`src/rtl/approx_rca_pipe.sv`:
```
// approx_rca_pipe: pipelined ripple-carry adder with approximate LSB cells.
// Cells at bit positions below APPROX_BITS use the approximate cell
// (S = Y | Cin, Cout = ~Cin) unless exact_mode is set for the beat.
// The WIDTH-cell ripple chain is cut into STAGES equal segments. Segment k
// is computed in front of stage register k, so a result appears STAGES
// cycles after its beat is accepted.
//
// Handshake: a beat moves on an edge where valid & ready are both 1.
// adv = ~out_valid | out_ready advances every stage at once. in_ready is adv.
// When adv is 0 the whole pipe holds, and so does out_sum.
//
// Optional macro APPROX_ERR_MON_EN: carries an exact sum beside every beat
// and collects error statistics on delivered beats. Without the macro,
// err_count and err_max are tied to 0 and no exact-sum logic exists.
module approx_rca_pipe #(
  parameter int WIDTH       = 16,
  parameter int APPROX_BITS = 2,
  parameter int STAGES      = 2
) (
  input  logic             clk,
  input  logic             rst_n,
  input  logic             in_valid,
  output logic             in_ready,
  input  logic [WIDTH-1:0] in_a,
  input  logic [WIDTH-1:0] in_b,
  input  logic             exact_mode,
  output logic             out_valid,
  input  logic             out_ready,
  output logic [WIDTH:0]   out_sum,
  input  logic             clr_stats,
  output logic [31:0]      err_count,
  output logic [WIDTH:0]   err_max
);

  localparam int SEG = WIDTH / STAGES;

  // Reject configurations the segmenting scheme cannot build.
  if (WIDTH < 4 || WIDTH > 64) begin : g_bad_width
    $error("approx_rca_pipe: WIDTH out of range 4..64");
  end
  if (STAGES < 1 || STAGES > 4 || (WIDTH % STAGES) != 0) begin : g_bad_stages
    $error("approx_rca_pipe: STAGES must be 1..4 and divide WIDTH");
  end
  if (APPROX_BITS < 0 || APPROX_BITS > WIDTH) begin : g_bad_approx
    $error("approx_rca_pipe: APPROX_BITS out of range 0..WIDTH");
  end

  // One ripple segment. base is the absolute bit position of cell 0, so
  // cells keep approximate behaviour across segment boundaries.
  function automatic logic [SEG:0] seg_add(input logic [SEG-1:0] x,
                                           input logic [SEG-1:0] y,
                                           input logic           cin,
                                           input logic           exact,
                                           input int             base);
    logic           c;
    logic [SEG-1:0] s;
    c = cin;
    s = '0;
    for (int j = 0; j < SEG; j++) begin
      if (!exact && (base + j) < APPROX_BITS) begin
        s[j] = y[j] | c;
        c    = ~c;
      end else begin
        s[j] = x[j] ^ y[j] ^ c;
        c    = (x[j] & y[j]) | (x[j] & c) | (y[j] & c);
      end
    end
    return {c, s};
  endfunction

  // Stage registers
  logic             st_valid [STAGES];
  logic [WIDTH-1:0] st_a     [STAGES];
  logic [WIDTH-1:0] st_b     [STAGES];
  logic [WIDTH-1:0] st_sum   [STAGES];
  logic             st_c     [STAGES];
  logic             st_ex    [STAGES];

  // Stage inputs and next values
  logic             src_valid [STAGES];
  logic [WIDTH-1:0] src_a     [STAGES];
  logic [WIDTH-1:0] src_b     [STAGES];
  logic [WIDTH-1:0] src_sum   [STAGES];
  logic             src_c     [STAGES];
  logic             src_ex    [STAGES];
  logic [SEG:0]     seg_r     [STAGES];
  logic [WIDTH-1:0] nxt_sum   [STAGES];

  logic adv;

  assign adv       = ~out_valid | out_ready;
  assign in_ready  = adv;
  assign out_valid = st_valid[STAGES-1];
  assign out_sum   = {st_c[STAGES-1], st_sum[STAGES-1]};

  // Select each stage's source and compute its segment of the chain.
  always_comb begin
    for (int k = 0; k < STAGES; k++) begin
      if (k == 0) begin
        src_valid[k] = in_valid;
        src_a[k]     = in_a;
        src_b[k]     = in_b;
        src_sum[k]   = '0;
        src_c[k]     = 1'b0;
        src_ex[k]    = exact_mode;
      end else begin
        src_valid[k] = st_valid[k-1];
        src_a[k]     = st_a[k-1];
        src_b[k]     = st_b[k-1];
        src_sum[k]   = st_sum[k-1];
        src_c[k]     = st_c[k-1];
        src_ex[k]    = st_ex[k-1];
      end
      seg_r[k] = seg_add(src_a[k][k*SEG +: SEG], src_b[k][k*SEG +: SEG],
                         src_c[k], src_ex[k], k * SEG);
      nxt_sum[k] = src_sum[k];
      nxt_sum[k][k*SEG +: SEG] = seg_r[k][SEG-1:0];
    end
  end

  // Pipeline registers: reset discards beats, adv=0 freezes every stage.
  always_ff @(posedge clk) begin
    if (!rst_n) begin
      for (int k = 0; k < STAGES; k++) begin
        st_valid[k] <= 1'b0;
        st_a[k]     <= '0;
        st_b[k]     <= '0;
        st_sum[k]   <= '0;
        st_c[k]     <= 1'b0;
        st_ex[k]    <= 1'b0;
      end
    end else if (adv) begin
      for (int k = 0; k < STAGES; k++) begin
        st_valid[k] <= src_valid[k];
        st_a[k]     <= src_a[k];
        st_b[k]     <= src_b[k];
        st_sum[k]   <= nxt_sum[k];
        st_c[k]     <= seg_r[k][SEG];
        st_ex[k]    <= src_ex[k];
      end
    end
  end

`ifdef APPROX_ERR_MON_EN
  logic [WIDTH:0] st_x [STAGES];
  logic [WIDTH:0] exact_out;
  logic [WIDTH:0] abs_err;
  logic           deliver;

  assign exact_out = st_x[STAGES-1];
  assign deliver   = out_valid & out_ready;

  // Absolute distance between the delivered and exact sums.
  always_comb begin
    abs_err = '0;
    if (out_sum > exact_out) abs_err = out_sum - exact_out;
    else                     abs_err = exact_out - out_sum;
  end

  // The exact sum travels beside the beat, with the same stall behaviour.
  always_ff @(posedge clk) begin
    if (!rst_n) begin
      for (int k = 0; k < STAGES; k++) st_x[k] <= '0;
    end else if (adv) begin
      st_x[0] <= {1'b0, in_a} + {1'b0, in_b};
      for (int k = 1; k < STAGES; k++) st_x[k] <= st_x[k-1];
    end
  end

  // Statistics on delivered beats. A clear beats a simultaneous delivery.
  always_ff @(posedge clk) begin
    if (!rst_n || clr_stats) begin
      err_count <= '0;
      err_max   <= '0;
    end else if (deliver && (out_sum != exact_out)) begin
      if (err_count != 32'hFFFF_FFFF) err_count <= err_count + 32'd1;
      if (abs_err > err_max) err_max <= abs_err;
    end
  end
`else
  logic unused_clr_stats;
  assign unused_clr_stats = clr_stats;
  assign err_count = '0;
  assign err_max   = '0;
`endif

endmodule

```
`config.mk`:
```
export PLATFORM = sky130hd
export DESIGN_NAME = approx_rca_pipe
export DESIGN_NICKNAME = d
export VERILOG_FILES = /design/src/rtl/approx_rca_pipe.sv
export SDC_FILE = /design/constraint.sdc
export NUM_CORES = 1
export LEC_CHECK = 0
export ABC_AREA = 1
export CAP_MARGIN = 20
export CORE_ASPECT_RATIO = 0.8
export CORE_MARGIN = 5
export CORE_UTILIZATION = 40
export CTS_BUF_LIST = sky130_fd_sc_hd__clkbuf_8
export DETAILED_ROUTE_END_ITERATION = 12
export PLACE_DENSITY_LB_ADDON = 0.08
export SLEW_MARGIN = 10
export SYNTH_ARGS = -nofsm -noshare
export SYNTH_HDL_FRONTEND = slang
export SYNTH_SLANG_ARGS = --single-unit
```
`constraint.sdc`:
```
create_clock -name clk -period 5.8 [get_ports clk]
set_input_delay 0.87 -clock clk [delete_from_list [all_inputs] [get_ports clk]]
set_output_delay 0.87 -clock clk [all_outputs]
set_load 0.005 [all_outputs]
```
# ---- Word level (Yosys, flattened, before mapping)
# Memory sizes are Yosys's and may differ from the RTL's.
# Cells that the tools add are included.
dict set report totals {
  input_bits 38
  reg_bits 0
  output_inout_bits 68
  memories 5
  ramBits 100
}
# name words width read_ports rd_clocked_by_memory_dff write_ports line
set mem_list {}
lappend mem_list {st_a 2 16 1 0 2 73} ;# logic [WIDTH-1:0] st_a [STAGES];
lappend mem_list {st_b 2 16 1 0 2 74} ;# logic [WIDTH-1:0] st_b [STAGES];
lappend mem_list {st_sum 2 16 2 0 2 75} ;# logic [WIDTH-1:0] st_sum [STAGES];
lappend mem_list {st_c 2 1 2 0 2 76} ;# logic st_c [STAGES];
lappend mem_list {st_valid 2 1 2 0 2 72} ;# logic st_valid [STAGES];
dict set report op_classes {
  muxes 18
  bitwise_logic 121
}
# op count
set ops {}
lappend ops {{$mux W16} 6}
lappend ops {{$and A1 B1 Y1} 46}
lappend ops {{$or A1 B1 Y1} 42}
lappend ops {{$xor A1 B1 Y1} 31}
lappend ops {{$mux W1} 12}
lappend ops {{$not A1 Y1} 2}

# ---- Logic depth before layout (Yosys ltp)
# Gate-level depths: netlist of run 1.
# An unclocked memory read counts as a cell.
dict set report depth {
  depth_word 26
  depth_mapped 13
}

# ---- Worst setup path after synthesis of run 1
# OpenSTA, ideal clock, no wires.
dict set report synth_path {
  path_type {input to register}
  from {input port in_a[0]}
  to {memory st_sum[0][7] (data pin)}
  arrival_time_ps 4199
  path_slack_ps 1462
  stages 13
  path_cell_list {ha_1 or2_2 fa_1 nand2_1 inv_1 fa_1 fa_1 fa_1 fa_1 fa_1 inv_1 fa_1 nor2_1}
}
# element line
set synth_rtl {}
lappend synth_rtl {{from (decl)} 24} ;# input logic [WIDTH-1:0] in_a,
lappend synth_rtl {{to (decl)} 75}

==> results of run 1 <==
-- cell families (layout without fill, tap and decap cells) --
kind of cell  Yosys count  after routing
buf+inv               105            113
other cells             1             49
fa+ha+maj              16             16
simple gates           53             53
flops                  44             44
-- Yosys cell counts, drive strengths merged --
cell type / number
nand3: 1
or2: 1
fa: 15
ha: 1
nor2: 47
edfxtp: 44
inv: 52
nand2: 4
conb: 1
buf: 53
-- through the flow --
| stage | power, µW | worst slack [ns] | util [%] | instance area [µm²] |
|---|---|---|---|---|
| 2_1_floorplan | 488 | 1.46 | - | 2640 |
| 3_3_place_gp | 527 | 0.867 | 48.5 | 2880 |
| 3_5_place_dp | 530 | 0.836 | 49.0 | 2910 |
| 4_1_cts | 700 | 1.13 | 50.1 | 2980 |
| 5_1_grt | 736 | 0.943 | 50.1 | 2980 |
| 6_report | 687 | 1.14 | 50.1 | 2980 |
-- where the power goes --
part	switching, µW	internal (µW)
Combinational	55.3	68.5
Clock	88.9	77.6
Sequential	9.65	387
-- state kept, by name, indices dropped and copies added, names as in the netlist --
register,flops
st_sum,24
st_a,8
st_b,8
st_c,2
st_valid,2
-- metal layers --
metal	global-route usage, %	part of all wire, %	up-vias
li1	-	-	661
met1	12.1	41	564
met5	0	0	-
met4	3.73	1.4	0
met2	15.3	49	56
met3	3.30	8.8	7
-- worst max-delay path by stage --
stage	slack, ns	cells past startpoint	end
2_1_floorplan	1.46	13	st_sum[0][7]
3_3_place_gp	0.87	14	st_sum[0][7]
3_5_place_dp	0.84	14	st_sum[0][7]
4_1_cts	1.13	14	st_sum[0][7]
5_1_grt	0.94	14	st_sum[0][7]
6_report	1.14	14	st_sum[0][7]
-- worst min-delay path: cells and delay by family (launching register included) --
family	cells	cell delay, ns
buffers and inverters	1	0.04
DFF	1	0.32
and+or+nand+nor	1	0.08
-- area by class of cell --
type	instances	area share, %
Inverter	52	6.55
Clock buffer	5	2.31
Sequential cell	44	44.4
Multi-Input combinational cell	118	24.0
Timing Repair Buffer	56	19.4
Tap cell	81	3.40
==> flow_summary.ini, run 1 <==
[outcome]
outcome = complete, no violations

[timing]
slew-limit-headroom_pct = 53.1
max_freq_mhz = 215
fin_crit_ns = 4.66
worstMarginPinSlew_ns = 0.703
rsz0062_at_grt = false
final_hold_viol_count = 0
clock_skew_ns = 0.00354
setup-violations-final = 0
setup-tns-final_ns = 0
drv_slew = 0
hold_slack_ns = 0.546
min_period_over_period_pct = 80.3

[clocking]
cts_tree = done
cts_buffers = 5
cts_root_buf = clkbuf_8
cts.path.max_buffers = 2
cts_setup_buffers = 0
cts.clk_slew.worst_paths_ns = 0.07
holdBufCountCts = 0
clock_latency_ns = 0.28
cts-resized-gates = 0
htreeDepth = 2
clock_sinks = 44

[routing]
viasPerCell = 3.62
vias = 1288
drtPass1Iterations = 2
drt_iter0_markers = 26
wl_per_cell_um = 9.92
route.detailed.drc = 0
ant_nets = 0
wirelength_um = 3530

[setup_path]
endpoint_kind = flop
required_ns = 5.94
critPathKind = in2reg
path_cells = clkdlybuf4s50_1 -> ha_1 -> or2_2 -> fa_1 -> nand2_1 -> inv_1 -> fa_1 -> fa_1 -> fa_1 -> fa_1 -> fa_1 -> inv_1 -> fa_1 -> nor2_1
slowest_stage = clkdlybuf4s50_1
critical_path_arrival_ns = 4.79
worst_setup_path_start_kind = input pin
crit_top_cell = fa_1
critical_path_buf_inv_count = 3
path_max_fanout = 2
crit_start = in_b[0]
reg2reg_slack_ns = 2.03
rr_worst_depth = 12
timing.rr.start = st_a[0][8]
path_delay_family = adder cells
r2r_end = st_sum[0][31]
cpPeakStageDelay_ns = 0.42

[yosys]
synth_top_family_by_area = buffers and inverters
synth_compound_area_share_pct = 0
netlist_area_um2 = 2460
ys_seq_area_share_pct = 53.7
synthXorXnorAreaFrac_pct = 0
yosys_warnings = 0
synth-seq-cells = 44
synthSimpleGateAreaFrac_pct = 8.65
synth_fa_ha_area_share_pct = 12.7
yosys-mux-area-fraction_pct = 0
synth.distinct_cells = 13
postSynthCellCount = 219
synth.largest_area_cell = edfxtp_1
post-synth-top-area-fraction_pct = 53.7
synthTopCellsByArea = edfxtp_1, buf_4, fa_1
postSynthAreaPerCell_um2 = 11.2

[floorplan]
ios = 106
die_h_um = 80.1
fp-row-count = 25
fp.dieArea_um2 = 7820
core_um2 = 5940
die_x_um = 97.7
start_util_pct = 41.4

[cells_and_area]
multi_input_area_um2 = 714
n_fill_cell = 545
diodes = 0
drive_gt1_share_pct = 3.64
layout.nets = 331
final_cells = 356
areaGrowthSynthToFinish_pct = 21.2
most-common-layout-cells = clkdlybuf4s50_1, inv_1, conb_1, nor2_1, edfxtp_1
seqCellArea_um2 = 1320
mostFrequentLayoutCell = clkdlybuf4s50_1

[hold_path]
hold_start = st_sum[0][7]
hold_path_depth = 2
min_to = st_sum[0][23]
hold_path.class = reg2reg

[grt]
grt_max_degree = 45
grt_pass1_wl_um = 5750
track_usage_pct = 9.59
grt_overflow = 0
grt_pass1_vias = 1244
antenna_found_initial = 0

[flow_run]
maxCapViolations = 0

[placed_design]
dp_hpwl_um = 2640
io_buffers = 55
gp_routability_congestion = 0.655
place_inst = 351

[pwr]
vdd_drop_max_mv = 0.0971
power.density_nw_per_um2 = 231
power.leakage_uw = 0.00140
No activity file was read; power rests on OpenSTA's default activity.
==> inputs of run 2 (changes only) <==
clock period = 3.9 ns   (was 5.8 ns; I/O delays follow)
==> run 2 against run 1 <==
Compared with the run above:
- count of clock-buffer cells in the layout did not move
- design area increased by 1.6%
- global-route usage up 0.51 points
- combinational power grew 54%
- clock power grew 58%
- sequential power is 49% higher
- final cell count up 1.4%
- sequential share of layout area is 0.68 points lower
- non-clock buffer count grew 2
- highest routed layer unchanged
==> flow_summary.ini, run 2 (synthesis results as in run 1) <==
[outcome]
outcome = complete, no violations

[timing]
setup-tns-final_ns = 0
setup_ws_ns = 0.110
worstMarginPinSlew_ns = 0.616
drv_slew = 0
fin_crit_ns = 3.79
setup-violations-final = 0
final_hold_viol_count = 0
slew-limit-headroom_pct = 58.9
clock_skew_ns = 0.00422
min_period_over_period_pct = 97.2
max_freq_mhz = 264

[routing]
wirelength_um = 3750
route.detailed.drc = 0
drt_iter0_markers = 40
ant_nets = 0
drtPass1Iterations = 4
viasPerCell = 3.67
vias = 1326
wl_per_cell_um = 10.4

[clocking]
cts_buffers = 5
clock_latency_ns = 0.29
cts.clk_slew.worst_paths_ns = 0.08
htreeDepth = 2
cts_tree = done
clock_sinks = 44
cts.path.max_buffers = 2
holdBufCountCts = 0
cts_root_buf = clkbuf_8
cts_setup_buffers = 0

[pwr]
power.leakage_uw = 0.00142
vdd_drop_max_mv = 0.138
power.density_nw_per_um2 = 345

[grt]
antenna_found_initial = 0
grt_max_degree = 45
grt_overflow = 0
track_usage_pct = 10.1
grt_pass1_wl_um = 6150
grt_pass1_vias = 1324

[cells_and_area]
max_flop_register = st_sum
layout.nets = 333
largest_reg_flops = 24
drive_gt1_share_pct = 9.29
areaGrowthSynthToFinish_pct = 23.1
reg_top3 = st_sum (24), st_a (8), st_b (8)
most-common-layout-cells = inv_1, clkdlybuf4s50_1, conb_1, nor2_1, edfxtp_1
diodes = 0

[floorplan]
core_um2 = 5940
die_h_um = 80.1
fp.dieArea_um2 = 7820
fp-row-count = 25
start_util_pct = 41.4
die_x_um = 97.7
ios = 106

[setup_path]
critPathKind = in2reg
worst_setup_path_start_kind = input pin
required_ns = 4.05
critical_path_arrival_ns = 3.94
endpoint_kind = flop
path_max_fanout = 2

[placed_design]
dp_hpwl_um = 2840
io_buffers = 55
dpl_worst_slack_ns = -0.538
gp_routability_congestion = 0.700

[flow_run]
maxCapViolations = 0

[hold_path]
hold_path.class = reg2reg
run 2: cell count changes in the layout (fill, tap and decap cells not counted):
cell,change
buf_4,+2
clkbuf_2,+2
clkdlybuf4s50_1,-3
clkinv_1,+1
dlymetal6s2s_1,+1
fa_1,-8
fa_2,+8
ha_1,-1
ha_2,+1
inv_2,+2
nand2_1,-1
nand2_2,+1
or2_2,-1
or2_4,+1
run 2: what timing repair did:
item | 4_1_cts | 5_1_grt
pin swaps | 6 | 10
endpoints found under the setup margin | 2 | 2
gates resized for setup | 3 | 9
run 2: final timing paths:
kind / from / endpoint / slack [ns] / cells after the start
setup / recovery: in_b[0] / st_sum[0][7] / 0.11 / 14
hold / removal: st_valid[0][0] / st_valid[0][1] / 0.55 / 2
setup reg to reg: st_c[0][0] / st_sum[0][31] / 0.18 / 12
hold reg to reg: st_valid[0][0] / st_valid[0][1] / 0.55 / 2
run 2: per-stage QoR:
stage	hold slack, ns	instance area [µm²]	utilization (%)	total power [µW]	std cells
global route	0.598	3030	50.9	1120	361
CTS	0.552	3020	50.9	1060	361
global placement	0.523	2920	49.1	791	352
finish	0.554	3030	50.9	1040	361
floorplan	0.519	2660	-	729	267
detailed placement	0.534	2940	49.5	796	353
run 2: final cells by class:
cell class | instances | area [µm²]
Clock buffer | 5 | 68.8
Clock inverter | 3 | 11.3
Fill cell | 574 | 2920
Inverter | 52 | 195
Multi-Input combinational cell | 118 | 742
Sequential cell | 44 | 1320
Tap cell | 81 | 101
Timing Repair Buffer | 58 | 586
run 2: worst max-delay path, cell delays in order:
cell and delay, ns:
clkbuf_2 0.09, ha_2 0.17, or2_4 0.23, fa_2 0.35
nand2_2 0.07, inv_2 0.04, fa_2 0.38, fa_2 0.38
fa_2 0.37, fa_2 0.37, fa_2 0.36, inv_2 0.06
fa_1 0.40, nor2_1 0.09
run 2: per-layer routing:
metal	wire length, µm	part of all wire, %	vias to the layer above	track usage, %
li1	-	-	668	-
met1	1410	38	593	11.9
met2	1940	52	57	16.8
met3	313	8.4	8	2.95
met4	82	2.2	0	5.39
met5	0	0	-	0
run 2: power breakdown:
| group | internal (µW) | total, µW | switching (µW) |
|---|---|---|---|
| Clock | 120 | 262 | 143 |
| Combinational | 106 | 191 | 85.0 |
| Sequential | 575 | 591 | 15.8 |
| Total | 800 | 1040 | 243 |
